===== src/rtl/posit_stream_accumulator.sv =====
// posit_stream_accumulator
// Folds a stream of N-bit posits into one sum per frame (a frame ends on in_last).
// Drives an external posit_adder through add_start/add_in1/add_in2 and waits
// for add_done before folding the result back. Only one add is in flight.
// Optional build macro: POSIT_ACC_TIMEOUT_EN enables an S_WAIT watchdog that
// aborts the frame with a NaR sum after TIMEOUT cycles without add_done.
module posit_stream_accumulator #(
    parameter int N       = 8,
    parameter int CNT_W   = 16,
    parameter int TIMEOUT = 64
) (
    input  logic             aclk,
    input  logic             reset,
    input  logic [N-1:0]     in_data,
    input  logic             in_valid,
    input  logic             in_last,
    output logic             in_ready,
    output logic [N-1:0]     add_in1,
    output logic [N-1:0]     add_in2,
    output logic             add_start,
    input  logic [N-1:0]     add_result,
    input  logic             add_done,
    output logic [N-1:0]     out_data,
    output logic [CNT_W-1:0] out_count,
    output logic             out_nar,
    output logic             out_valid,
    input  logic             out_ready
);

    localparam logic [N-1:0] NAR = {1'b1, {(N-1){1'b0}}};

    typedef enum logic [1:0] {
        S_IDLE = 2'd0,
        S_ACC  = 2'd1,
        S_WAIT = 2'd2,
        S_OUT  = 2'd3
    } state_t;

    state_t           state_reg, state_next;
    logic [N-1:0]     acc_reg, acc_next;
    logic [CNT_W-1:0] cnt_reg, cnt_next;
    logic             last_reg, last_next;
    logic             nar_reg, nar_next;
    logic             add_start_reg, add_start_next;
    logic [N-1:0]     add_in1_reg, add_in1_next;
    logic [N-1:0]     add_in2_reg, add_in2_next;
    logic             accept;

`ifdef POSIT_ACC_TIMEOUT_EN
    localparam int TMO_W = (TIMEOUT > 1) ? $clog2(TIMEOUT) : 1;
    logic [TMO_W-1:0] tmo_reg, tmo_next;
    logic             tmo_hit;

    // Watchdog fires on the TIMEOUT-th S_WAIT cycle without add_done
    assign tmo_hit = (tmo_reg == TMO_W'(TIMEOUT - 1));
`else
    // Keeps TIMEOUT referenced when the watchdog is compiled out
    logic unused_timeout;
    assign unused_timeout = (TIMEOUT > 0);
`endif

    // Operands are taken only while idle or between adds; never during reset
    assign in_ready = ~reset & ((state_reg == S_IDLE) | (state_reg == S_ACC));
    assign accept   = in_valid & in_ready;

    // Adder interface is fully registered so in1/in2 stay put until done
    assign add_start = add_start_reg;
    assign add_in1   = add_in1_reg;
    assign add_in2   = add_in2_reg;

    // Result stream is presented only in S_OUT and reads zero otherwise
    assign out_valid = (state_reg == S_OUT);
    assign out_data  = out_valid ? acc_reg : '0;
    assign out_count = out_valid ? cnt_reg : '0;
    assign out_nar   = out_valid & nar_reg;

    // Next-state and datapath decisions for the accumulate/wait/output loop
    always_comb begin
        state_next     = state_reg;
        acc_next       = acc_reg;
        cnt_next       = cnt_reg;
        last_next      = last_reg;
        nar_next       = nar_reg;
        add_start_next = 1'b0;
        add_in1_next   = add_in1_reg;
        add_in2_next   = add_in2_reg;
`ifdef POSIT_ACC_TIMEOUT_EN
        tmo_next       = tmo_reg;
`endif
        case (state_reg)
            S_IDLE: begin
                // First element seeds the accumulator directly, no add needed
                if (accept) begin
                    acc_next   = in_data;
                    cnt_next   = CNT_W'(1);
                    nar_next   = (in_data == NAR);
                    last_next  = in_last;
                    state_next = in_last ? S_OUT : S_ACC;
                end
            end
            S_ACC: begin
                if (accept) begin
                    add_start_next = 1'b1;
                    add_in1_next   = acc_reg;
                    add_in2_next   = in_data;
                    last_next      = in_last;
                    cnt_next       = (cnt_reg == {CNT_W{1'b1}}) ? cnt_reg : cnt_reg + CNT_W'(1);
                    state_next     = S_WAIT;
`ifdef POSIT_ACC_TIMEOUT_EN
                    tmo_next       = '0;
`endif
                end
            end
            S_WAIT: begin
                // add_done may already arrive in the same cycle as the start pulse
                if (add_done) begin
                    acc_next   = add_result;
                    nar_next   = nar_reg | (add_result == NAR);
                    state_next = last_reg ? S_OUT : S_ACC;
                end
`ifdef POSIT_ACC_TIMEOUT_EN
                else if (tmo_hit) begin
                    acc_next   = NAR;
                    nar_next   = 1'b1;
                    state_next = S_OUT;
                end else begin
                    tmo_next = tmo_reg + TMO_W'(1);
                end
`endif
            end
            S_OUT: begin
                if (out_ready) begin
                    cnt_next   = '0;
                    nar_next   = 1'b0;
                    last_next  = 1'b0;
                    state_next = S_IDLE;
                end
            end
            default: state_next = S_IDLE;
        endcase
    end

    // State and datapath registers; reset discards any pending add
    always_ff @(posedge aclk) begin
        if (reset) begin
            state_reg     <= S_IDLE;
            acc_reg       <= '0;
            cnt_reg       <= '0;
            last_reg      <= 1'b0;
            nar_reg       <= 1'b0;
            add_start_reg <= 1'b0;
            add_in1_reg   <= '0;
            add_in2_reg   <= '0;
        end else begin
            state_reg     <= state_next;
            acc_reg       <= acc_next;
            cnt_reg       <= cnt_next;
            last_reg      <= last_next;
            nar_reg       <= nar_next;
            add_start_reg <= add_start_next;
            add_in1_reg   <= add_in1_next;
            add_in2_reg   <= add_in2_next;
        end
    end

`ifdef POSIT_ACC_TIMEOUT_EN
    // Watchdog counter register
    always_ff @(posedge aclk) begin
        if (reset) begin
            tmo_reg <= '0;
        end else begin
            tmo_reg <= tmo_next;
        end
    end
`endif

endmodule

===== config.mk =====
export PLATFORM = sky130hd
export DESIGN_NAME = posit_stream_accumulator
export DESIGN_NICKNAME = d
export VERILOG_FILES = /design/src/rtl/posit_stream_accumulator.sv
export SDC_FILE = /design/constraint.sdc
export NUM_CORES = 1
export LEC_CHECK = 0
export ABC_AREA = 1
export CELL_PAD_IN_SITES_DETAIL_PLACEMENT = 1
export CELL_PAD_IN_SITES_GLOBAL_PLACEMENT = 1
export CORE_MARGIN = 1.5
export CORE_UTILIZATION = 34
export DETAILED_ROUTE_END_ITERATION = 10
export PLACE_DENSITY_LB_ADDON = 0.12
export SETUP_SLACK_MARGIN = 0.02
export SLEW_MARGIN = 20
export SYNTH_ARGS = -nofsm -noshare
export SYNTH_HDL_FRONTEND = slang
export SYNTH_SLANG_ARGS = --single-unit

===== constraint.sdc =====
create_clock -name aclk -period 1.9 [get_ports aclk]
set_clock_uncertainty 0.05 [all_clocks]
set_input_delay 0.38 -clock aclk [delete_from_list [all_inputs] [get_ports aclk]]
set_output_delay 0.38 -clock aclk [all_outputs]
set_load 0.05 [all_outputs]

==> summary.md, run 1 <==
| Metric | Value |
|---|---|
| Slowest-stage cell, CP | dfxtp_2 |
| FMAX | 534 MHz |
| Fin cells | 579 |
| Initial core utilization | 35.2% |
| Primary FF master, synth | dfxtp_1 |
| Max FFs per register | 16 |
| Reg power frac | 30.0% |
| Netlist cell types | 35 |
| Minimum clock period | between 1.5 and 2 ns |
| Metal1 wirelength | 3750 um |
| Initial antenna violation count | 0 |
| Setup crit end kind | primary output |
| Multi-input logic area | approximately 1500 um2 |
| Die Y | 89.9 um |
| Max stage delay on crit path | 0.34 ns |
| Hold EP | add_in1[4]$_SDFFE_PP0P_ |
| Number of global-route vias before repair | between 2k and 3k |
| CP Cell Sequence | buf_6, ha_4, buf_12, nand2_2, clkinvlp_4, buf_12 |
| CTS Sinks | 45 |
| Leak Pwr | 0.00165 uW |
| Core Region | 7290 um2 |
| DP HPWL | just over 6000 um |
| Final hold violation count | 0 |
| Chip Width | 89.9 um |
| CTS tree | built |
| Final TNS setup | 0 ns |
| Final worst slack | 0.0291 ns |
| Total Wirelength | 7880 um |
| Switching part of the total | approximately 45% |
| Filler cells | ~930 |
| P&R area growth vs syn | 56.5% |
| Routability Congestion | ~0.86 |
| Outcome | finished, final reports clean |
| RSZ-0062 raised after global routing | yes |
| CTS clock-pin slew for the worst setup and hold paths | 0.10 ns |
| Hold path depth | 2 |
| R2r setup slk | 0.15 ns |
| Mean Syn Cell Area | between 6 and 7 um2 |
| Antenna diode count | 0 |
| Vias per cell | slightly below 5 |
| Max-cap violations | 0 |
| CP delay by family, top | buffers and inverters |
| Aggregate global routing overflow | 0 |
| Crit path top cell by count | buf_12 |
| Avg WL per Cell | 13.6 um |
| Hold Path Class | reg -> reg |
| Combinational share of power | 51.0% |
| GRT Util Overall | 20.1% |
| Worst setup SP type | flip-flop |
| # DRC | 0 |
| Clk buf depth | 2 |
| Register area share after synthesis | 35.1% |
| Top sig layer | met4 |
| Die area | roughly 8100 um2 |
| Largest net degree at the start of global routing | 34 |
| Cell area after synthesis | 2570 um2 |
| Reg2Reg Depth | 10 |
| CTS Buf Count | 5 |
| Met2 Wirelength | 3850 um |
| Buffer and inverter count on the worst path | 4 |
| Fraction of layout cells with a size suffix above 1 | 32.5% |
| Clock Tree Root | clkbuf_8 |
| I/O pin total | 66 |
| PortBufs | between 60 and 70 |
| Met3 wire length | roughly 220 um |
| Peak VDD IR | 0.000801 V |
| Worst Path Arrival | 1.44 ns |
| # nets final | a little over 500 |
| Psw | 1860 uW |
| Worst-Margin Slew | 0.498 ns |
| TritonRoute pass-1 iters | 5 |
| Setup violators final | 0 |
| Placement Setup Slack | -0.00996 ns |
| DP Cell Count | 570 |
| Post-synth top area cell | dfxtp_1 |
| Syn nets | 430 |
| Final hold slack | ~0.43 ns |
| Fraction of registers with async set or reset after synthesis | 0% |
| Initial DRC Count | 136 |
| EDFF count, synth | 0 |
| CP Class | reg -> out |
| Worst slew margin | around two thirds |
| Worst Path Max Fanout | 15 |
| Internal power | 2280 uW |
| Clock Power Share | 19.0% |
| Worst R2R Start | state_reg[1]$_SDFFE_PP0P_ |
| First-pass GRT wire length | 13400 um |
| Final period util | between 90 and 100% |
| Worst-Skew Late Latency | 0.31 ns |
| Leading cell types by total area after synthesis | dfxtp_1 35%, nand2_1 19%, inv_1 7.6% |
| Setup crit start | state_reg[1]$_SDFFE_PP0P_ |
| Number of instances in the synthesized netlist | around 400 |
| P per Cell Area | ~1000 nW/um2 |
| Post-CTS Hold Fix Bufs | 0 |
| Hold path startpoint | add_in1[4]$_SDFFE_PP0P_ |
| Register area | 907 um2 |
| Antenna Nets Post-Route | 0 |
| Max H-tree Level | 2 |
| Worst r2r dst | cnt_reg[2]$_SDFFE_PP0P_ |
| DR vias | 2783 |
| Max Slew Vio Count | 0 |
| Critical Path RT | 1.47 ns |
| Synth warn | 0 |
| Rows | 31 |
| Post-synth top area share | a little over a third |
| Synthesized flop and latch total | 45 |
## worst reg2reg max path: cells and delay by family (launching register included)
family	cells	cell delay [ns]
buffers and inverters	3	0.27
AND/OR/NAND/NOR	5	0.65
AO/OA/AOI/OAI	1	0.13
flip-flops	1	0.34
adder cells (fa/ha/maj)	1	0.27
## area by class of cell
cell class | count | area share, %
multi-input cells | 285 | 37.5
repair buffers | 85 | 26.8
flip-flops and latches | 45 | 22.6
inverters | 57 | 7.19
well taps | 99 | 3.08
clock buffers | 5 | 1.71
clock inverters | 3 | 1.18
## cells in the mapped netlist, drive strengths merged (2+ instances only)
library cell / n
a21oi: 14
xor2: 2
o21ai: 40
nand4: 4
ha: 6
inv: 57
dfxtp: 45
clkbuf: 5
buf: 10
nand3: 21
nand2: 133
nor2: 53
nor3: 2
## routing by layer
layer	vias up	global-route usage, %
met5	-	0
met2	44	34.6
li1	1399	-
met1	1334	26.4
met4	0	4.50
met3	6	3.05
## power groups by stage
| stage | Combinational, uW | Clock (uW) | Sequential (uW) |
|---|---|---|---|
| after CTS | 2030 | 800 | 1220 |
| after global placement | 1950 | 0 | 1230 |
| after global routing | 2330 | 837 | 1260 |
| after floorplan | 1250 | 0 | 1350 |
| after detailed placement | 2000 | 0 | 1230 |
| final | 2110 | 786 | 1240 |
## how the worst max path moves through the flow
| stage | end | slack [ns] | depth (start not counted) |
|---|---|---|---|
| 3_3_place_gp | cnt_reg[9]$_SDFFE_PP0P_ | 0.04 | 10 |
| 6_report | out_data[5] | 0.03 | 6 |
| 2_1_floorplan | out_count[4] | 0.07 | 5 |
| 3_5_place_dp | cnt_reg[6]$_SDFFE_PP0P_ | -0.01 | 10 |
| 5_1_grt | out_count[9] | -0.01 | 6 |
| 4_1_cts | out_count[5] | 0.01 | 6 |
## cells in the final DEF, fill, tap and decap left out, types with 5 or more instances in the layout
cell type and count:
nand2_1 106, dfxtp_1 42, nor2_1 41, o21ai_0 34, buf_4 31, buf_12 30
inv_1 28, nand2_2 21, clkdlybuf4s50_1 21, clkinvlp_4 20, nand3_1 19, inv_2 9
a21oi_1 8, nor2_2 7, a21oi_2 6, o21ai_1 6, nand2_4 5, nor2_4 5
clkbuf_8 5
## timing repair
item / in CTS / in global routing
endpoints found under the setup margin: 32 / 57
pin swaps: 0 / 2
gates resized for setup: 22 / 28
setup buffers: 1 / 0
## cell families (layout without fill, tap and decap cells)
family	after synthesis	count (layout)	share of synthesized area [%]
simple gates	216	216	36.6
buf+inv	72	150	11.5
compound gates	60	60	12.9
flops	45	45	35.1
fa+ha+maj	6	6	2.92
xor+xnor	3	3	1.02
## stage by stage
step / power, uW / instance area (um2) / utilization, %
floorplan: 2600 / 2660 / -
CTS: 4050 / 3940 / 54.0
detailed placement: 3230 / 3760 / 51.6
global route: 4420 / 4020 / 55.1
finish: 4130 / 4020 / 55.1
global placement: 3180 / 3760 / 51.6
Power figures use the tool's default switching activity.
==> run 2, diff against run 1 <==
--- a/config.mk
+++ b/config.mk
@@ -8,7 +8,6 @@
 export ABC_AREA = 1
 export CELL_PAD_IN_SITES_DETAIL_PLACEMENT = 1
 export CELL_PAD_IN_SITES_GLOBAL_PLACEMENT = 1
-export CORE_MARGIN = 1.5
 export CORE_UTILIZATION = 34
 export DETAILED_ROUTE_END_ITERATION = 10
 export PLACE_DENSITY_LB_ADDON = 0.12
@@ -17,3 +16,4 @@
 export SYNTH_ARGS = -nofsm -noshare
 export SYNTH_HDL_FRONTEND = slang
 export SYNTH_SLANG_ARGS = --single-unit
+export TNS_END_PERCENT = 100
==> run 2 against run 1 <==
  * The flow now finishes with violations (negative setup slack)
  * Sequential share of layout area is 1.1 points lower
  * Worst hold slack gained 0.0020 ns
  * Power is 16% higher
  * Global-route usage increased by 2.6 points
  * First-iteration DRC count increased by 14%
  * Clock power up 4.5%
  * Critical path depth stayed put
  * Worst setup slack got worse by 0.052 ns
  * Combinational power grew 28%
  * Sequential cell count unchanged
  * Highest routed layer unchanged
==> summary.md, run 2 (synthesis gave the netlist of run 1 again) <==
| Metric | Value |
|---|---|
| Outcome | finished with violations |
| Failing checks | negative setup slack |
| Setup violators final | 20 |
| I/O pin total | 66 |
| P&R area growth vs syn | 64.9% |
| Worst-Margin Slew | between 0.4 and 0.5 ns |
| Met3 wire length | 364 um |
| Die Y | 88.9 um |
| DR vias | 2897 |
| TritonRoute pass-1 iters | 4 |
| Worst-Skew Late Latency | around 0.32 ns |
| RSZ-0062 raised after global routing | yes |
| Antenna Nets Post-Route | 0 |
| Top sig layer | met4 |
| Peak VDD IR | 0.000828 V |
| Number of global-route vias before repair | 2770 |
| CTS Sinks | 45 |
| Core Region | 7290 um2 |
| Reg2Reg Depth | 9 |
| PortBufs | 65 |
| Met2 Wirelength | around 4600 um |
| CTS Buf Count | 5 |
| Slowest-stage cell, CP | dfxtp_2 |
| Critical Path RT | 1.47 ns |
| Hold Path Class | reg -> reg |
| Metal1 wirelength | roughly 4200 um |
| Final worst slack | -0.0226 ns |
| Internal power | 2590 uW |
| Reg power frac | 26.5% |
| DP HPWL | 6170 um |
| Initial core utilization | 35.2% |
| Buffer and inverter count on the worst path | 4 |
| Post-CTS Hold Fix Bufs | 0 |
| P per Cell Area | ~1100 nW/um2 |
| Aggregate global routing overflow | 0 |
| Die area | 7910 um2 |
| Commonest non-fill, non-tap cell in the layout | nand2_1 |
| # DRC | 0 |
| Switching part of the total | 46.1% |
| Final hold slack | 0.432 ns |
| Avg WL per Cell | 15.8 um |
| # nets final | approximately 520 |
| Max Slew Vio Count | 0 |
| GRT Util Overall | 22.7% |
| Leak Pwr | between 0.0015 and 0.002 uW |
| Psw | 2210 uW |
| Routability Congestion | 0.876 |
| Chip Width | roughly 89 um |
| Hold path depth | 2 |
| CP delay by family, top | buffers and inverters |
| Fraction of layout cells with a size suffix above 1 | 36.4% |
| Clock Power Share | 17.1% |
| Final period util | 101% |
| Rows | 31 |
| Worst slew margin | 66.8% |
| Combinational share of power | between 50% and 60% |
| Total power | 4810 uW |
| Worst setup SP type | flip-flop |
| CP Class | reg -> out |
| Vias per cell | 4.90 |
| CTS tree | built |
| CP Depth | 6 |
| Total Wirelength | around 9400 um |
| Initial antenna violation count | 0 |
| CP Cell Sequence | buf_6, ha_4, buf_12, nand2_2, clkinvlp_4, buf_12 |
| Max-cap violations | 0 |
| CTS clock-pin slew for the worst setup and hold paths | around 0.11 ns |
| Post-DP Area | 3730 um2 |
| Fin area | 4240 um2 |
| Worst Path Arrival | 1.49 ns |
| Setup crit end kind | primary output |
| Crit path top cell by count | buf_12 |
| Max FFs per register | 16 |
| Max stage delay on crit path | 0.35 ns |
| Final hold violation count | 0 |
| Worst Path Max Fanout | 11 |
| Initial DRC Count | 155 |
| First-pass GRT wire length | approximately 14000 um |
| Commonest non-fill, non-tap cells in the layout | 103 x nand2_1, 42 x nor2_1, 40 x dfxtp_1, 40 x buf_4, 33 x o21ai_0 |
| Largest net degree at the start of global routing | 34 |
| Clock Tree Root | clkbuf_8 |
| FMAX | 520 MHz |
| Minimum clock period | just under 2 ns |
| Clk buf depth | 2 |
| Antenna diode count | 0 |
| Max H-tree Level | 2 |
run 2: cell types whose count changed in the layout (fill, tap and decap cells not counted), moves of 3 or more:
cell / delta
ha_2: -3
inv_4: +3
nand3_1: -5
nand3_2: +3
buf_4: +9
nand2_1: -3
inv_1: -3
nand2_4: +3
ha_4: +3
run 2: what timing repair did:
action | 4_1_cts | 5_1_grt
endpoints found under the setup margin | 46 | 51
pin swaps | 0 | 11
buffers inserted | 2 | 12
resized for setup | 32 | 44
gates cloned | 1 | 1
run 2: layout make-up:
cell class | instances | area (um2)
tap | 99 | 124
multi-input combinational | 286 | 1600
sequential | 45 | 910
clock buffer | 5 | 68.8
inverter | 57 | 300
timing repair buffer | 96 | 1190
fill | 937 | 3050
clock inverter | 3 | 50.0
run 2: final timing paths:
kind	start	endpoint	slack, ns
max	state_reg[1]$_SDFFE_PP0P_	out_count[6]	-0.02
min	add_in1[4]$_SDFFE_PP0P_	add_in1[4]$_SDFFE_PP0P_	0.43
max reg2reg	state_reg[0]$_SDFFE_PP0P_	acc_reg[5]$_SDFFE_PP0P_	0.03
min reg2reg	add_in1[4]$_SDFFE_PP0P_	add_in1[4]$_SDFFE_PP0P_	0.43
run 2: through the flow:
step / setup TNS, ns / cells / utilization, % / setup slack (ns)
5_1_grt: -1.78 / 591 / 58.1 / -0.0837
6_report: -0.326 / 591 / 58.1 / -0.0226
3_3_place_gp: 0 / 567 / 51.1 / 0.0377
3_5_place_dp: -0.109 / 567 / 51.1 / -0.0422
4_1_cts: 0 / 578 / 54.5 / 0.00264
2_1_floorplan: 0 / 402 / - / 0.0719
run 2: tightest hold or removal path, stage by stage (launching register included):
cell     delay [ns]
dfxtp_1        0.33
nand2_1        0.06
o21ai_1        0.06
run 2: routing by layer:
layer / up-vias / global-route usage [%]
li1: 1420 / -
met3: 14 / 3.51
met5: - / 0
met2: 81 / 38.1
met1: 1382 / 30.5
met4: 0 / 5.92
run 2: power groups by stage:
stage | clock network, uW | registers (uW) | logic [uW]
after CTS | 802 | 1240 | 2100
after global routing | 855 | 1290 | 2890
after detailed placement | 0 | 1240 | 2000
after floorplan | 0 | 1350 | 1250
final | 821 | 1270 | 2710
after global placement | 0 | 1230 | 1940
